===== config.mk =====
export PLATFORM = sky130hd
export DESIGN_NAME = mode_scheduler
export DESIGN_NICKNAME = d
export VERILOG_FILES = /design/src/rtl/pet_pkg.sv /design/src/rtl/btn_edge.sv /design/src/rtl/mode_scheduler.sv
export SDC_FILE = /design/constraint.sdc
export NUM_CORES = 1
export LEC_CHECK = 0
export CAP_MARGIN = 10
export CORE_MARGIN = 2
export CORE_UTILIZATION = 46
export DETAILED_ROUTE_END_ITERATION = 16
export GPL_TIMING_DRIVEN = 0
export PLACE_DENSITY = 0.77
export SYNTH_ARGS = -nofsm -noshare
export SYNTH_HDL_FRONTEND = slang
export SYNTH_HIERARCHICAL = 1
export SYNTH_SLANG_ARGS = --single-unit

===== constraint.sdc =====
create_clock -name clk -period 1.8 [get_ports clk]
set_input_delay 0.36 -clock clk [delete_from_list [all_inputs] [get_ports clk]]
set_output_delay 0.36 -clock clk [all_outputs]
set_load 0.005 [all_outputs]

===== src/rtl/pet_pkg.sv =====
// Shared constants for the pet mode scheduler: pet state codes, need
// indices into the packed level bus, and the level limits.
package pet_pkg;

    typedef enum logic [2:0] {
        ST_IDLE   = 3'd0,
        ST_SELECT = 3'd1,
        ST_ACTION = 3'd2,
        ST_SLEEP  = 3'd3,
        ST_DEAD   = 3'd4
    } pet_state_e;

    localparam int HAMBRE    = 0;
    localparam int DIVERSION = 1;
    localparam int ENERGIA   = 2;
    localparam int SALUD     = 3;

    localparam logic [1:0] NIVEL_MAX = 2'd3;
    localparam logic [1:0] NIVEL_MIN = 2'd0;

    // Extract the 2-bit level of need idx from the packed level bus.
    function automatic logic [1:0] need_level(input logic [7:0] nivel, input int idx);
        return nivel[2*idx +: 2];
    endfunction

endpackage


===== src/rtl/btn_edge.sv =====
// Button conditioner: two-flop synchronizer followed by a rising-edge
// detector with a registered one-cycle pulse output. A button edge
// shows up on pulse three clocks after it is first sampled.
module btn_edge (
    input  logic clk,
    input  logic rst_n,
    input  logic btn_in,
    output logic pulse
);

    logic sync1_q, sync1_d;
    logic sync2_q, sync2_d;
    logic prev_q,  prev_d;
    logic pulse_q, pulse_d;

    // Next-state of the synchronizer chain and the edge pulse.
    always_comb begin
        sync1_d = btn_in;
        sync2_d = sync1_q;
        prev_d  = sync2_q;
        pulse_d = sync2_q & ~prev_q;
    end

    // Synchronizer, history and pulse flops; reset clears them all.
    always_ff @(posedge clk or negedge rst_n) begin
        if (!rst_n) begin
            sync1_q <= 1'b0;
            sync2_q <= 1'b0;
            prev_q  <= 1'b0;
            pulse_q <= 1'b0;
        end else begin
            sync1_q <= sync1_d;
            sync2_q <= sync2_d;
            prev_q  <= prev_d;
            pulse_q <= pulse_d;
        end
    end

    assign pulse = pulse_q;

endmodule


===== src/rtl/mode_scheduler.sv =====
// Pet mode scheduler: walks IDLE/SELECT/ACTION/DEAD from two buttons and
// the need levels, and drives decay enables and action pulses to the four
// need counters. All outputs are registered.
// Optional feature: define MODE_SCHEDULER_AUTO_SLEEP_EN to enable the
// SLEEP state (entered from IDLE when energy is empty).
module mode_scheduler
    import pet_pkg::*;
#(
    parameter int TIEMPO_SEL = 10,
    parameter int N_NEEDS    = 4
) (
    input  logic       clk,
    input  logic       B_reset,
    input  logic       tick,
    input  logic       btn_mode,
    input  logic       btn_action,
    input  logic [7:0] nivel,
    output logic [1:0] modo_sel,
    output logic [3:0] activo,
    output logic [3:0] accion,
    output logic [2:0] estado,
    output logic       alarma
);

    localparam int         TW        = (TIEMPO_SEL > 1) ? $clog2(TIEMPO_SEL) : 1;
    localparam logic [3:0] ACT_ALL   = 4'((1 << N_NEEDS) - 1);
    localparam logic [1:0] MODO_LAST = 2'(N_NEEDS - 1);
`ifdef MODE_SCHEDULER_AUTO_SLEEP_EN
    localparam logic [3:0] ACT_SLEEP = ACT_ALL & ~(4'b0001 << ENERGIA);
`endif

    logic          mode_p;
    logic          action_p;
    logic          any_zero;
    pet_state_e    state_q, state_d;
    logic [1:0]    modo_sel_q, modo_sel_d;
    logic [TW-1:0] timer_q, timer_d;
    logic [3:0]    activo_q, activo_d;
    logic [3:0]    accion_q, accion_d;
    logic          alarma_q, alarma_d;

    btn_edge u_edge_mode (
        .clk    (clk),
        .rst_n  (B_reset),
        .btn_in (btn_mode),
        .pulse  (mode_p)
    );

    btn_edge u_edge_action (
        .clk    (clk),
        .rst_n  (B_reset),
        .btn_in (btn_action),
        .pulse  (action_p)
    );

    // State, selection and select-timer transitions; empty health wins over everything.
    always_comb begin
        state_d    = state_q;
        modo_sel_d = modo_sel_q;
        timer_d    = timer_q;
        if (need_level(nivel, SALUD) == NIVEL_MIN) begin
            state_d = ST_DEAD;
        end else begin
            case (state_q)
                ST_IDLE: begin
                    timer_d = '0;
                    if (mode_p)
                        state_d = ST_SELECT;
`ifdef MODE_SCHEDULER_AUTO_SLEEP_EN
                    else if (need_level(nivel, ENERGIA) == NIVEL_MIN)
                        state_d = ST_SLEEP;
`endif
                end
                ST_SELECT: begin
                    if (action_p) begin
                        state_d = ST_ACTION;
                    end else if (mode_p) begin
                        modo_sel_d = (modo_sel_q == MODO_LAST) ? 2'd0 : modo_sel_q + 2'd1;
                        timer_d    = '0;
                    end else if (tick) begin
                        if (timer_q == TW'(TIEMPO_SEL - 1)) begin
                            state_d = ST_IDLE;
                            timer_d = '0;
                        end else begin
                            timer_d = timer_q + 1'b1;
                        end
                    end
                end
                ST_ACTION: begin
                    state_d = ST_SELECT;
                    timer_d = '0;
                end
`ifdef MODE_SCHEDULER_AUTO_SLEEP_EN
                ST_SLEEP: begin
                    if (action_p || need_level(nivel, ENERGIA) == NIVEL_MAX)
                        state_d = ST_IDLE;
                end
`endif
                ST_DEAD: state_d = ST_DEAD;
                default: state_d = ST_IDLE;
            endcase
        end
    end

    // Output values for the state being entered, so they line up with estado.
    always_comb begin
        activo_d = ACT_ALL;
        accion_d = '0;
        any_zero = 1'b0;
        for (int i = HAMBRE; i <= SALUD; i++) begin
            if (need_level(nivel, i) == NIVEL_MIN)
                any_zero = 1'b1;
        end
        alarma_d = any_zero && (state_d != ST_DEAD);
        case (state_d)
            ST_DEAD:   activo_d = '0;
            ST_ACTION: accion_d = 4'b0001 << modo_sel_d;
`ifdef MODE_SCHEDULER_AUTO_SLEEP_EN
            ST_SLEEP: begin
                activo_d          = ACT_SLEEP;
                accion_d[ENERGIA] = tick;
            end
`endif
            default: ;
        endcase
    end

    // FSM state and registered outputs.
    always_ff @(posedge clk or negedge B_reset) begin
        if (!B_reset) begin
            state_q    <= ST_IDLE;
            modo_sel_q <= 2'd0;
            timer_q    <= '0;
            activo_q   <= ACT_ALL;
            accion_q   <= '0;
            alarma_q   <= 1'b0;
        end else begin
            state_q    <= state_d;
            modo_sel_q <= modo_sel_d;
            timer_q    <= timer_d;
            activo_q   <= activo_d;
            accion_q   <= accion_d;
            alarma_q   <= alarma_d;
        end
    end

    assign estado   = state_q;
    assign modo_sel = modo_sel_q;
    assign activo   = activo_q;
    assign accion   = accion_q;
    assign alarma   = alarma_q;

endmodule


==> results by group <==
Drt
  • Drt via density: 4.99
  • Post-Route WL: 1890 microns
  • Routed vias: 699
  • # DRC: 0
  • Routed len/inst: 13.5 microns
  • Antenna-violating nets left: 0
  • Drt first-iter violations: 9
  • Initial DRT Pass Iterations: 5

Global routing
  • First-pass GRT wire length: 3180 microns
  • GRT overflow: 0
  • Total Routing Usage GR: 17.3%
  • Number of antenna violations at the first check in global routing: 0
  • Vias in the first global route: 676
  • Maximum number of pins on one net before global-route repair: 24

Synth
  • Main combinational cell family by area after synthesis: simple AND/OR/NAND/NOR gates
  • Fraction of synthesized area in multiplexers: 0%
  • Post-synth top cells: 22 x dfrtp_1, 8 x nor2_1, 7 x nand2_1, 4 x a21oi_1, 4 x o21ai_0
  • Synth Flop Type: dfrtp_1
  • Synthesized-area fraction occupied by and/or/nand/nor cells: 18.8%
  • Top-area cell type share of the netlist area: 56.7%
  • Yosys top cell by area: dfrtp_1
  • Synth Instances: 82
  • Top-count cell post-synth: dfrtp_1
  • YS warnings: 6
  • EDFF count, synth: 0
  • XOR/XNOR share of the synthesized area: 1.80%
  • Post-Synthesis Net Count: 97
  • Synthesized cell area: 971 sq um
  • Compound-Gate Fraction of Synth Area: 13.4%
  • Sequential area share after synthesis: 59.4%
  • Post-Synth Adder-Cell Area: 2.58%
  • Asr flop ratio synth: 100%
  • Yosys reg bits: 23
  • Mapped Avg Cell Area: 11.8 sq um
  • Area contributors post-synth: dfrtp_1 57%, nor2_1 3.1%, nor2b_4 2.8%
  • Unique masters post-synth: 30

Job
  • Max-cap violation count: 0

Run status
  • Run status: complete, no violations

Hold path
  • Hold EP: u_edge_action/prev_d$_DFF_PN0_
  • HP Class: reg -> reg
  • Min-delay src: u_edge_action/sync1_q$_DFF_PN0_
  • Hold Path Cell Cnt: 0

CTS
  • Clock tree sinks: 23
  • Post-CTS Hold Buffers: 0
  • Reg clk slew, reported paths: 0.12 ns
  • Worst-Skew Late Latency: 0.30 ns
  • Num CTS Buffers: 3
  • Total number of H-tree levels: 1
  • TritonCTS clock tree: built
  • CTS root buffer: clkbuf_4
  • CTS Buffer Depth: 2

Finish
  • Share of layout cells above drive strength 1: 17.7%
  • Antenna cells: 0
  • Fill count: 158
  • Area growth syn-to-layout: 33.6%
  • Finished Core Util: 65.5%
  • Final net count: 129

Timing
  • Fin. max-slew vios: 0
  • RSZ-0062 raised after global routing: false
  • Final setup violation count: 0
  • Fin crit period: 1.71 ns
  • Total negative slack: 0 ns
  • Period utilization: 95.2%
  • Clock Skew: 0.00151 ns
  • Slew margin rel.: 36.1%
  • Worst Max-Slew Pin Slew: 0.956 ns
  • Max Clock Freq: 583 MHz
  • Final hold vios: 0

Place
  • Dpl hpwl: 1450 microns
  • PortBufs: 26
  • GP Congestion: 0.752

Power
  • Final Total Pwr: 0.904 mW
  • Leakage: 0.592 nW
  • Cell area power density: 697 mW/mm^2
  • VDD IR max: 0.000541 V

Floorplanning
  • IO Count: 27
  • Initial core utilization: 49.0%
  • Die area: 0.00249 sq mm
  • Die width: 49.9 microns
  • Rows: 16
  • Die height: 49.9 microns
  • CORE AREA: 0.00198 sq mm

Critical path
  • Worst-path cell chain: clkdlybuf4s50_1
  • RR Startpoint: timer_q[0]$_DFFE_PN0P_
  • Register-to-register setup slack: 0.31 ns
  • Critical path fanouts, max: 3
  • Crit end category: output port
  • Kind of critical path: reg -> out
  • CP startpoint kind: register
  • Worst path arrival time: 1.35 ns
  • Max stage delay cell, worst path: dfstp_2
  • Reg-to-reg endpoint: timer_q[1]$_DFFE_PN0P_
  • Kind of cell adding the most delay to the critical path: flip-flops
  • CP Buf/Inv Count: 1
  • Max stage delay on crit path: 0.56 ns
  • Cells on worst reg2reg path: 5
  • Worst path required time: 1.44 ns
registers in the layout, summed over array words and instances (netlist names), 2 cells and up:
| signal | count |
|---|---|
| accion | 4 |
| estado | 3 |
| modo_sel | 2 |
| timer_q | 4 |
worst max path at each step:
stage                           startpoint                      to  slack [ns]  cells past startpoint
floorplan           timer_q[0]$_DFFE_PN0P_  timer_q[3]$_DFFE_PN0P_        0.52                      5
global placement                  nivel[7]   modo_sel[1]$_DFF_PN0_        0.12                      5
finish                 activo[2]$_DFF_PN1_               activo[0]        0.09                      1
CTS                    estado[1]$_DFF_PN0_               estado[1]        0.04                      1
global route           activo[2]$_DFF_PN1_               activo[0]        0.03                      1
detailed placement                nivel[7]  timer_q[3]$_DFFE_PN0P_        0.09                      5
report_power, final:
group	switching, mW	internal (mW)
clock network	0.149	0.0829
registers	0.0259	0.542
logic	0.0454	0.0595
cells in the final DEF (no fill, tap or decap), types with 3 or more instances in the layout:
cell | netlist | routed
nand3_1 | 3 | 3
inv_1 | 3 | 3
nor2_1 | 8 | 8
o21ai_0 | 4 | 4
dlygate4sd2_1 | 0 | 3
nand2_1 | 7 | 7
clkbuf_4 | 0 | 3
a21oi_1 | 4 | 4
clkdlybuf4s50_1 | 0 | 23
dfrtp_1 | 22 | 21
buf_4 | 3 | 4
layer usage:
metal / GRT usage (%) / wire length [microns] / vias to the layer above
li1: - / - / 338
met1: 22.6 / 838 / 344
met2: 28.7 / 965 / 13
met3: 3.64 / 65 / 4
met4: 5.56 / 19 / 0
met5: 0 / 0 / -
timing repair:
| item | in CTS | in global routing |
|---|---|---|
| endpoints found under the setup margin | 3 | 1 |
| setup buffers | 1 | 0 |
| hold endpoints to repair | 0 | 0 |
| gates resized for setup | 3 | 1 |
stage by stage:
step	worst slack (ns)	cells	hold slack (ns)	area, sq um
global placement	0.122	135	0.333	1260
CTS	0.0360	140	0.371	1300
detailed placement	0.0890	135	0.339	1260
finish	0.0860	140	0.369	1300
global route	0.0280	140	0.378	1300
floorplan	0.520	82	0.0644	971
layout make-up:
class,count,area (sq um),share of cell area [%]
Sequential cell,23,578,44.6
Inverter,3,11.3,0.868
Multi-Input combinational cell,52,355,27.4
Clock buffer,3,22.5,1.74
Tap cell,27,33.8,2.60
Timing Repair Buffer,27,264,20.3
Clock inverter,1,5.00,0.386
Buffer,4,27.5,2.12
cell families after synthesis:
group / Yosys count
AO/OA/AOI/OAI: 17
XOR/XNOR: 2
flip-flops: 23
AND/OR/NAND/NOR: 31
adder cells (fa/ha/maj): 2
buffers and inverters: 7
(Power assumes the default switching activity.)
